$ cat src/rtl/alu_pkg.sv
// Shared definitions for the ALU execution unit: ALUControl encodings and FSM states.
// The ALU decoder bench imports the same constants so both sides agree on the encoding.
package alu_pkg;

    localparam logic [2:0] ALU_AND = 3'b000;
    localparam logic [2:0] ALU_OR  = 3'b001;
    localparam logic [2:0] ALU_ADD = 3'b010;
    localparam logic [2:0] ALU_SUB = 3'b011;
    localparam logic [2:0] ALU_MUL = 3'b100;
    localparam logic [2:0] ALU_SLT = 3'b110;

    typedef enum logic [1:0] {
        ST_IDLE = 2'd0,
        ST_MUL  = 2'd1,
        ST_DONE = 2'd2
    } alu_state_e;

    function automatic logic alu_op_supported(input logic [2:0] op);
        return (op != 3'b101) && (op != 3'b111);
    endfunction

endpackage

$ cat src/rtl/alu_mul_seq.sv
// Iterative unsigned shift-add multiplier: one partial product per cycle, WIDTH cycles.
// done_o and product_o are combinational during the final step so the caller can latch the
// finished product on the same edge that retires the last step.
module alu_mul_seq
    import alu_pkg::*;
#(
    parameter int WIDTH = 32
) (
    input  logic                 clk,
    input  logic                 rst_n,
    input  logic                 start_i,
    input  logic [WIDTH-1:0]     a_i,
    input  logic [WIDTH-1:0]     b_i,
    output logic                 done_o,
    output logic [2*WIDTH-1:0]   product_o
);

    localparam int CW = $clog2(WIDTH + 1);

    logic [2*WIDTH-1:0] mcand_q;
    logic [2*WIDTH-1:0] acc_q;
    logic [2*WIDTH-1:0] acc_d;
    logic [WIDTH-1:0]   mplier_q;
    logic [CW-1:0]      cnt_q;
    logic               busy_q;

    always_comb begin
        acc_d = acc_q;
        if (mplier_q[0]) begin
            acc_d = acc_q + mcand_q;
        end
    end

    assign done_o    = busy_q && (cnt_q == CW'(WIDTH - 1));
    assign product_o = acc_d;

    always_ff @(posedge clk or negedge rst_n) begin
        if (!rst_n) begin
            mcand_q  <= '0;
            acc_q    <= '0;
            mplier_q <= '0;
            cnt_q    <= '0;
            busy_q   <= 1'b0;
        end else if (start_i) begin
            mcand_q  <= {{WIDTH{1'b0}}, a_i};
            acc_q    <= '0;
            mplier_q <= b_i;
            cnt_q    <= '0;
            busy_q   <= 1'b1;
        end else if (busy_q) begin
            acc_q    <= acc_d;
            mcand_q  <= mcand_q << 1;
            mplier_q <= mplier_q >> 1;
            cnt_q    <= cnt_q + 1'b1;
            if (done_o) begin
                busy_q <= 1'b0;
            end
        end
    end

endmodule

$ cat src/rtl/alu_exec_unit.sv
// ALU execution unit with valid/ready handshakes: single-cycle logic/arith ops and an
// iterative MUL, results held in DONE until the consumer takes them.
module alu_exec_unit
    import alu_pkg::*;
#(
    parameter int WIDTH = 32
) (
    input  logic             clk,
    input  logic             rst_n,
    input  logic             in_valid,
    output logic             in_ready,
    input  logic [2:0]       ALUControl,
    input  logic [WIDTH-1:0] src_a,
    input  logic [WIDTH-1:0] src_b,
    output logic             out_valid,
    input  logic             out_ready,
    output logic [WIDTH-1:0] result,
    output logic [WIDTH-1:0] result_hi,
    output logic             zero,
    output logic             err
);

    alu_state_e         state_q;
    logic [WIDTH-1:0]   result_q;
    logic [WIDTH-1:0]   result_hi_q;
    logic               zero_q;
    logic               err_q;

    logic               transfer;
    logic               mul_start;
    logic               mul_done;
    logic [2*WIDTH-1:0] mul_product;
    logic [WIDTH-1:0]   alu_res_d;

    assign in_ready  = (state_q == ST_IDLE);
    assign out_valid = (state_q == ST_DONE);
    assign transfer  = in_valid && in_ready;
    assign mul_start = transfer && (ALUControl == ALU_MUL);

    assign result    = result_q;
    assign result_hi = result_hi_q;
    assign zero      = zero_q;
    assign err       = err_q;

    always_comb begin
        alu_res_d = '0;
        case (ALUControl)
            ALU_AND: alu_res_d = src_a & src_b;
            ALU_OR:  alu_res_d = src_a | src_b;
            ALU_ADD: alu_res_d = src_a + src_b;
            ALU_SUB: alu_res_d = src_a - src_b;
            ALU_SLT: alu_res_d = {{(WIDTH-1){1'b0}}, ($signed(src_a) < $signed(src_b))};
            default: alu_res_d = '0;
        endcase
    end

    alu_mul_seq #(.WIDTH(WIDTH)) u_mul (
        .clk       (clk),
        .rst_n     (rst_n),
        .start_i   (mul_start),
        .a_i       (src_a),
        .b_i       (src_b),
        .done_o    (mul_done),
        .product_o (mul_product)
    );

    // Outputs are only rewritten on entry to DONE, so they hold through backpressure.
    always_ff @(posedge clk or negedge rst_n) begin
        if (!rst_n) begin
            state_q     <= ST_IDLE;
            result_q    <= '0;
            result_hi_q <= '0;
            zero_q      <= 1'b0;
            err_q       <= 1'b0;
        end else begin
            case (state_q)
                ST_IDLE: begin
                    if (transfer) begin
                        if (ALUControl == ALU_MUL) begin
                            state_q <= ST_MUL;
                        end else if (alu_op_supported(ALUControl)) begin
                            result_q    <= alu_res_d;
                            result_hi_q <= '0;
                            zero_q      <= (alu_res_d == '0);
                            err_q       <= 1'b0;
                            state_q     <= ST_DONE;
                        end else begin
                            result_q    <= '0;
                            result_hi_q <= '0;
                            zero_q      <= 1'b1;
                            err_q       <= 1'b1;
                            state_q     <= ST_DONE;
                        end
                    end
                end
                ST_MUL: begin
                    if (mul_done) begin
                        result_q    <= mul_product[WIDTH-1:0];
                        result_hi_q <= mul_product[2*WIDTH-1:WIDTH];
                        zero_q      <= (mul_product[WIDTH-1:0] == '0);
                        err_q       <= 1'b0;
                        state_q     <= ST_DONE;
                    end
                end
                ST_DONE: begin
                    if (out_ready) begin
                        state_q <= ST_IDLE;
                    end
                end
                default: state_q <= ST_IDLE;
            endcase
        end
    end

endmodule
$ cat config.mk
export PLATFORM = sky130hd
export DESIGN_NAME = alu_exec_unit
export DESIGN_NICKNAME = d
export VERILOG_FILES = /design/src/rtl/alu_pkg.sv /design/src/rtl/alu_mul_seq.sv /design/src/rtl/alu_exec_unit.sv
export SDC_FILE = /design/constraint.sdc
export NUM_CORES = 1
export LEC_CHECK = 0
export ABC_CLOCK_PERIOD_IN_PS = 4510
export BUFFER_PORTS_ARGS = -buffer_cell sky130_fd_sc_hd__buf_2
export CAP_MARGIN = 30
export CORE_ASPECT_RATIO = 1.2
export CORE_UTILIZATION = 62
export CTS_CLUSTER_SIZE = 16
export DETAILED_ROUTE_END_ITERATION = 10
export PLACE_DENSITY = 0.82
export SLEW_MARGIN = 30
export SYNTH_ARGS = -nofsm -noshare
export SYNTH_HDL_FRONTEND = slang
export SYNTH_SLANG_ARGS = --single-unit
export TNS_END_PERCENT = 5
$ cat constraint.sdc
create_clock -name clk -period 4.51 [get_ports clk]
set_input_delay 0.6765 -clock clk [delete_from_list [all_inputs] [get_ports clk]]
set_output_delay 0.6765 -clock clk [all_outputs]
set_load 0.05 [all_outputs]
==> impl_metrics.toml, run 1 <==
[final_layout]
drive_gt1_share_pct = 14.2
num_antenna_cells = 0
stdcell_count = 2778
finalNetCount = 2606
synthToLayoutAreaGrowth_pct = 13.7
multi_input_area_sq_um = 11800
utilization_pct = 71.5
final_common_cell = "dfrtp_1"
nFillCells = 2310
layout_common_cells = "dfrtp_1 (233), nand2_1 (231), nor2_1 (195)"
seq_area_sq_um = 5890

[placed_design]
hpwl_mm = 46.8
gp_congestion = 1.00
io_buffers = 138
dpl.cell_count = 2729
dp_slack_ps = -306

[drt]
wirelength_mm = 62.8
via_per_inst = 6.54
ant_nets = 0
drt_first_pass_iters = 6
post_drt_wl_per_cell_microns = 22.6
vias = 18180
drcViolationCount = 0
drt_iter0_markers = 1905

[global_route]
grt_pass1_wl_mm = 97.2
track_usage_pct = 40.4
grt_pass1_vias = 18028
grt_start_max_net_pins = 131
antenna_found_initial = 1
globalRouteOverflowTotal = 0

[synth]
yosysSeqAreaShare_pct = 31.6
ys_async_sr_fraction_pct = 100
synth_nets = 2456
synth.distinct_cells = 83
synth.avg_cell_area_sq_um = 8.40
ys_seq_elements = 235
synth_area_sq_um = 18600
synth_cells = 2219
ys_warn_count = 0
synth_edf_count = 0
synth-main-ff-cell = "dfrtp_1"

[floorplanning]
die_y_microns = 192
ios = 139
initial_core_util_pct = 62.9
die_w_microns = 160
rows = 69
die_area_sq_um = 30700
core_area_sq_um = 29600

[sta]
max_freq_mhz = 234
final-setup-viol-count = 0
skew_ps = 14.7
finalCriticalPeriod_ps = 4280
worstMarginPinSlew_ps = 878
slew_headroom_pct = 41.4
setup_slack_ps = 228
fin_crit_sh_pct = 94.9
hold_viol = 0
rsz0062_at_grt = "false"
drv_slew = 0

[power]
leakage_nw = 10.8
p_total_w = 0.0138
power_density_nw_per_um2 = 654
max-vdd-ir-drop_mv = 0.430

[cts]
cts_hold_buffers = 0
h-tree-depth = 1
clk_path_buf_depth = 3
clk_latency_ps = 550
cts.sinks = 235
postCtsSetupBuffers = 0
ctsResizeCount = 0
numCtsBuffers = 27
cts.reportedPaths.clkPinSlew_ps = 60
tritoncts = "built"
cts_root_buf = "clkbuf_16"

[setup_path]
rrSetupSlack_ps = 230
critical_path_class = "in -> reg"
cp_max_fo = 3
reg2reg_from = "u_mul.mcand_q[17]$_DFFE_PN0P_"
cp-end-kind = "register"
r2r_cells = 13
crit_required_ps = 4980
rr_endpoint = "result_hi[30]$_DFFE_PN0P_"
cp-start-kind = "input pin"
crit_arrival_ps = 4750

[job]
drv_cap = 0

[status]
outcome = "finished, final reports clean"

[hold_path]
worstHoldPathType = "in -> async"
-- logic make-up after synthesis --
group	after synthesis	share of synthesized area, %
adder cells (fa/ha/maj)	166	11.3
multiplexers	156	8.55
flip-flops	235	31.6
AO/OA/AOI/OAI	691	23.9
XOR/XNOR	83	3.90
AND/OR/NAND/NOR	630	15.3
buffers and inverters	258	5.47
-- synthesized netlist by cell type (13+ instances only) --
| cell type | n | area [sq um] |
|---|---|---|
| clkbuf_1 | 112 | 420 |
| a31oi_1 | 22 | 138 |
| nor2_1 | 197 | 739 |
| and3_1 | 13 | 81.3 |
| xnor2_1 | 51 | 447 |
| nand3_1 | 36 | 180 |
| a211oi_1 | 62 | 465 |
| nand4_1 | 24 | 150 |
| o221ai_1 | 14 | 123 |
| dfrtp_1 | 235 | 5880 |
| nand2_1 | 231 | 867 |
| a21o_1 | 63 | 473 |
| xor2_1 | 32 | 280 |
| nand2b_1 | 17 | 106 |
| a22oi_1 | 15 | 113 |
| inv_1 | 120 | 450 |
| nor3_1 | 27 | 135 |
| o21a_1 | 16 | 120 |
| ha_1 | 163 | 2040 |
| mux2i_1 | 149 | 1490 |
| o21bai_1 | 13 | 97.6 |
| a21oi_1 | 168 | 841 |
| nor2b_1 | 17 | 106 |
| or3_1 | 13 | 81.3 |
| o21ai_0 | 187 | 936 |
-- worst max-delay path, cell delays in order --
cell and delay [ps]:
buf_2 110, inv_1 70, ha_1 160, inv_1 60, fa_1 400, nor2b_1 160
o311a_1 340, o311ai_0 410, a211o_1 190, nand3_1 100, nor4_1 320, buf_4 160
nand4_1 120, nor4_1 260, buf_4 170, and4b_1 220, o2111ai_1 120, or4_1 540
o211ai_2 170
-- cell type report --
type | count | area share, %
multi-input combinational | 1726 | 55.5
sequential | 235 | 27.8
timing repair buffer | 256 | 7.88
clock buffer | 34 | 3.60
tap | 390 | 2.30
inverter | 123 | 2.18
clock inverter | 14 | 0.774
-- stage by stage --
| step | TNS, ps | cell area, sq um | hold WS, ps |
|---|---|---|---|
| final | 0 | 21200 | 40.1 |
| after detailed placement | -306 | 20200 | 468 |
| after global routing | 0 | 21200 | 70.0 |
| after floorplan | 0 | 18600 | 381 |
| after global placement | -168 | 20200 | 451 |
| after CTS | 0 | 21100 | 233 |
-- state kept, by name (all words and copies together) (netlist names) --
name	count
state_q	2
u_mul.acc_q	64
result	32
u_mul.mcand_q	64
u_mul.cnt_q	6
err	1
u_mul.busy_q	1
zero	1
u_mul.mplier_q	32
result_hi	32
-- report_power, final --
group          total [W]  switching, W  internal, W  leakage, nW
combinational    0.00783       0.00482      0.00301         7.28
clock            0.00230      0.000937      0.00137        0.453
sequential       0.00372      0.000833      0.00288         3.03
-- layer usage --
metal,share of wire [%],global-route usage [%],vias to the layer above
met2,50,72.3,848
met4,6.7,25.0,0
met1,37,45.8,8775
met5,0,0,-
met3,6.2,5.20,268
li1,-,-,8289
-- how the worst max path moves through the flow --
stage                                  startpoint                   endpoint  slack (ps)  depth (start not counted)
floorplan                                src_b[1]           zero$_DFFE_PN0P_         260                         14
global placement                         src_a[0]           zero$_DFFE_PN0P_        -170                         19
detailed placement                       src_a[0]           zero$_DFFE_PN0P_        -310                         19
CTS                                      src_a[0]           zero$_DFFE_PN0P_         250                         19
global route        u_mul.mcand_q[17]$_DFFE_PN0P_  result_hi[30]$_DFFE_PN0P_          30                         13
finish                                   src_a[0]           zero$_DFFE_PN0P_         230                         19
Note: power is estimated with default switching activity, not from simulation.
==> inputs of run 2 (changes only) <==
--- a/config.mk
+++ b/config.mk
@@ -13,6 +13,7 @@
 export CTS_CLUSTER_SIZE = 16
 export DETAILED_ROUTE_END_ITERATION = 10
 export PLACE_DENSITY = 0.82
+export REMOVE_ABC_BUFFERS = 1
 export SLEW_MARGIN = 30
 export SYNTH_ARGS = -nofsm -noshare
 export SYNTH_HDL_FRONTEND = slang
==> constraint.sdc (replaced) <==
create_clock -name clk -period 4.51 [get_ports clk]
set_input_delay 0.6765 -clock clk [delete_from_list [all_inputs] [get_ports clk]]
set_output_delay 0.6765 -clock clk [all_outputs]
set_load 0.02 [all_outputs]
==> run 2 against run 1 <==
Clock skew shrank 1.5 ps. Sequential power down 4%. Largest cell class unchanged. Die area stayed put. Via count is 3.2% lower. Flip-flop and latch count stayed put. Clock power decreased by 6%. Count of clock-buffer cells in the layout down 1.
==> impl_metrics.toml, run 2 (same netlist as run 1, synthesis figures left out) <==
[sta]
worstMarginPinSlew_ps = 1030
slew_headroom_pct = 31.1
fin_crit_sh_pct = 92.8
hold_viol = 0
final-setup-viol-count = 0
max_freq_mhz = 239
drv_slew = 0
rsz0062_at_grt = "false"
skew_ps = 13.1
finalCriticalPeriod_ps = 4190

[floorplanning]
initial_core_util_pct = 62.9
core_area_sq_um = 29600
rows = 69
die_w_microns = 160
ios = 139
die_area_sq_um = 30700
die_y_microns = 192

[drt]
post_drt_wl_per_cell_microns = 20.8
drcViolationCount = 0
drt_first_pass_iters = 6
ant_nets = 0
wirelength_mm = 57.0
drt_iter0_markers = 1825
via_per_inst = 6.42
vias = 17604

[cts]
tritoncts = "built"
cts_hold_buffers = 0
ctsResizeCount = 0
cts.sinks = 235
clk_latency_ps = 550
clk_path_buf_depth = 3
h-tree-depth = 1
postCtsSetupBuffers = 0
numCtsBuffers = 26
cts_root_buf = "clkbuf_16"
cts.reportedPaths.clkPinSlew_ps = 60

[setup_path]
cp-end-kind = "register"
cp_max_fo = 5
rrSetupSlack_ps = 370
critical_path_class = "in -> reg"
crit_arrival_ps = 4660
cp-start-kind = "input pin"
crit_required_ps = 4990

[placed_design]
gp_congestion = 0.967
hpwl_mm = 42.9
dpl.cell_count = 2697
io_buffers = 138

[final_layout]
layout_common_cells = "dfrtp_1 (233), nand2_1 (231), nor2_1 (196)"
drive_gt1_share_pct = 12.8
finalNetCount = 2573
utilization_pct = 70.4
synthToLayoutAreaGrowth_pct = 11.8
reg_top3 = "u_mul.acc_q (64), u_mul.mcand_q (64)"
stdcell_count = 2740
num_antenna_cells = 0
final_common_cell = "dfrtp_1"

[status]
outcome = "finished, final reports clean"

[global_route]
grt_pass1_vias = 17222
grt_start_max_net_pins = 121
globalRouteOverflowTotal = 0
track_usage_pct = 37.2
grt_pass1_wl_mm = 91.0
antenna_found_initial = 0

[power]
max-vdd-ir-drop_mv = 0.361
p_total_w = 0.0130
leakage_nw = 10.6
power_density_nw_per_um2 = 624

[hold_path]
worstHoldPathType = "in -> async"

[job]
drv_cap = 0
run 2: stage by stage:
stage | TNS (ps) | setup slack (ps) | area, sq um | hold slack [ps]
after global routing | 0 | 126 | 20800 | 45.7
after detailed placement | -159 | -159 | 20000 | 465
after global placement | -85.8 | -85.8 | 20000 | 457
after CTS | 0 | 380 | 20800 | 258
after floorplan | -243910 | -2400 | 18100 | 381
final | 0 | 324 | 20800 | 22.1
run 2: area by class of cell:
cell class / count / area (sq um)
Tap cell: 390 / 488
Inverter: 123 / 462
Clock inverter: 9 / 110
Sequential cell: 235 / 5890
Multi-Input combinational cell: 1726 / 11700
Clock buffer: 33 / 738
Timing Repair Buffer: 224 / 1400
Fill cell: 2388 / 8780
run 2: final timing paths:
check	startpoint	end	cells past startpoint
max reg2reg	u_mul.mcand_q[0]$_DFFE_PN0P_	u_mul.acc_q[62]$_DFFE_PN0P_	14
max in group asynchronous	rst_n	u_mul.mplier_q[27]$_DFFE_PN0P_	3
min in group clk	out_ready	state_q[1]$_DFFE_PN0P_	2
min	rst_n	result_hi[14]$_DFFE_PN0P_	1
max	src_a[1]	zero$_DFFE_PN0P_	16
min reg2reg	result_hi[24]$_DFFE_PN0P_	result_hi[24]$_DFFE_PN0P_	2
run 2: layer usage:
layer	global-route usage, %	vias up	wire length (microns)
li1	-	8222	-
met1	46.5	8506	23200
met2	63.5	696	27300
met3	3.26	180	3180
met4	21.4	0	3340
met5	0	-	0
run 2: worst max-delay path: stages:
cell and delay (ps):
buf_2 140, inv_1 90, ha_1 320, nor2_1 70, o311ai_0 440, buf_4 220, a21oi_2 70, or4_4 550
o211a_4 260, a31oi_1 220, o21a_1 180, mux2i_1 180, nand2_1 90, or4_1 480, or4_1 500, o211ai_2 170
run 2: report_power, final:
part	switching, W	internal, W	leakage, nW
sequential	0.000698	0.00289	3.03
combinational	0.00438	0.00288	7.12
clock	0.000899	0.00126	0.409
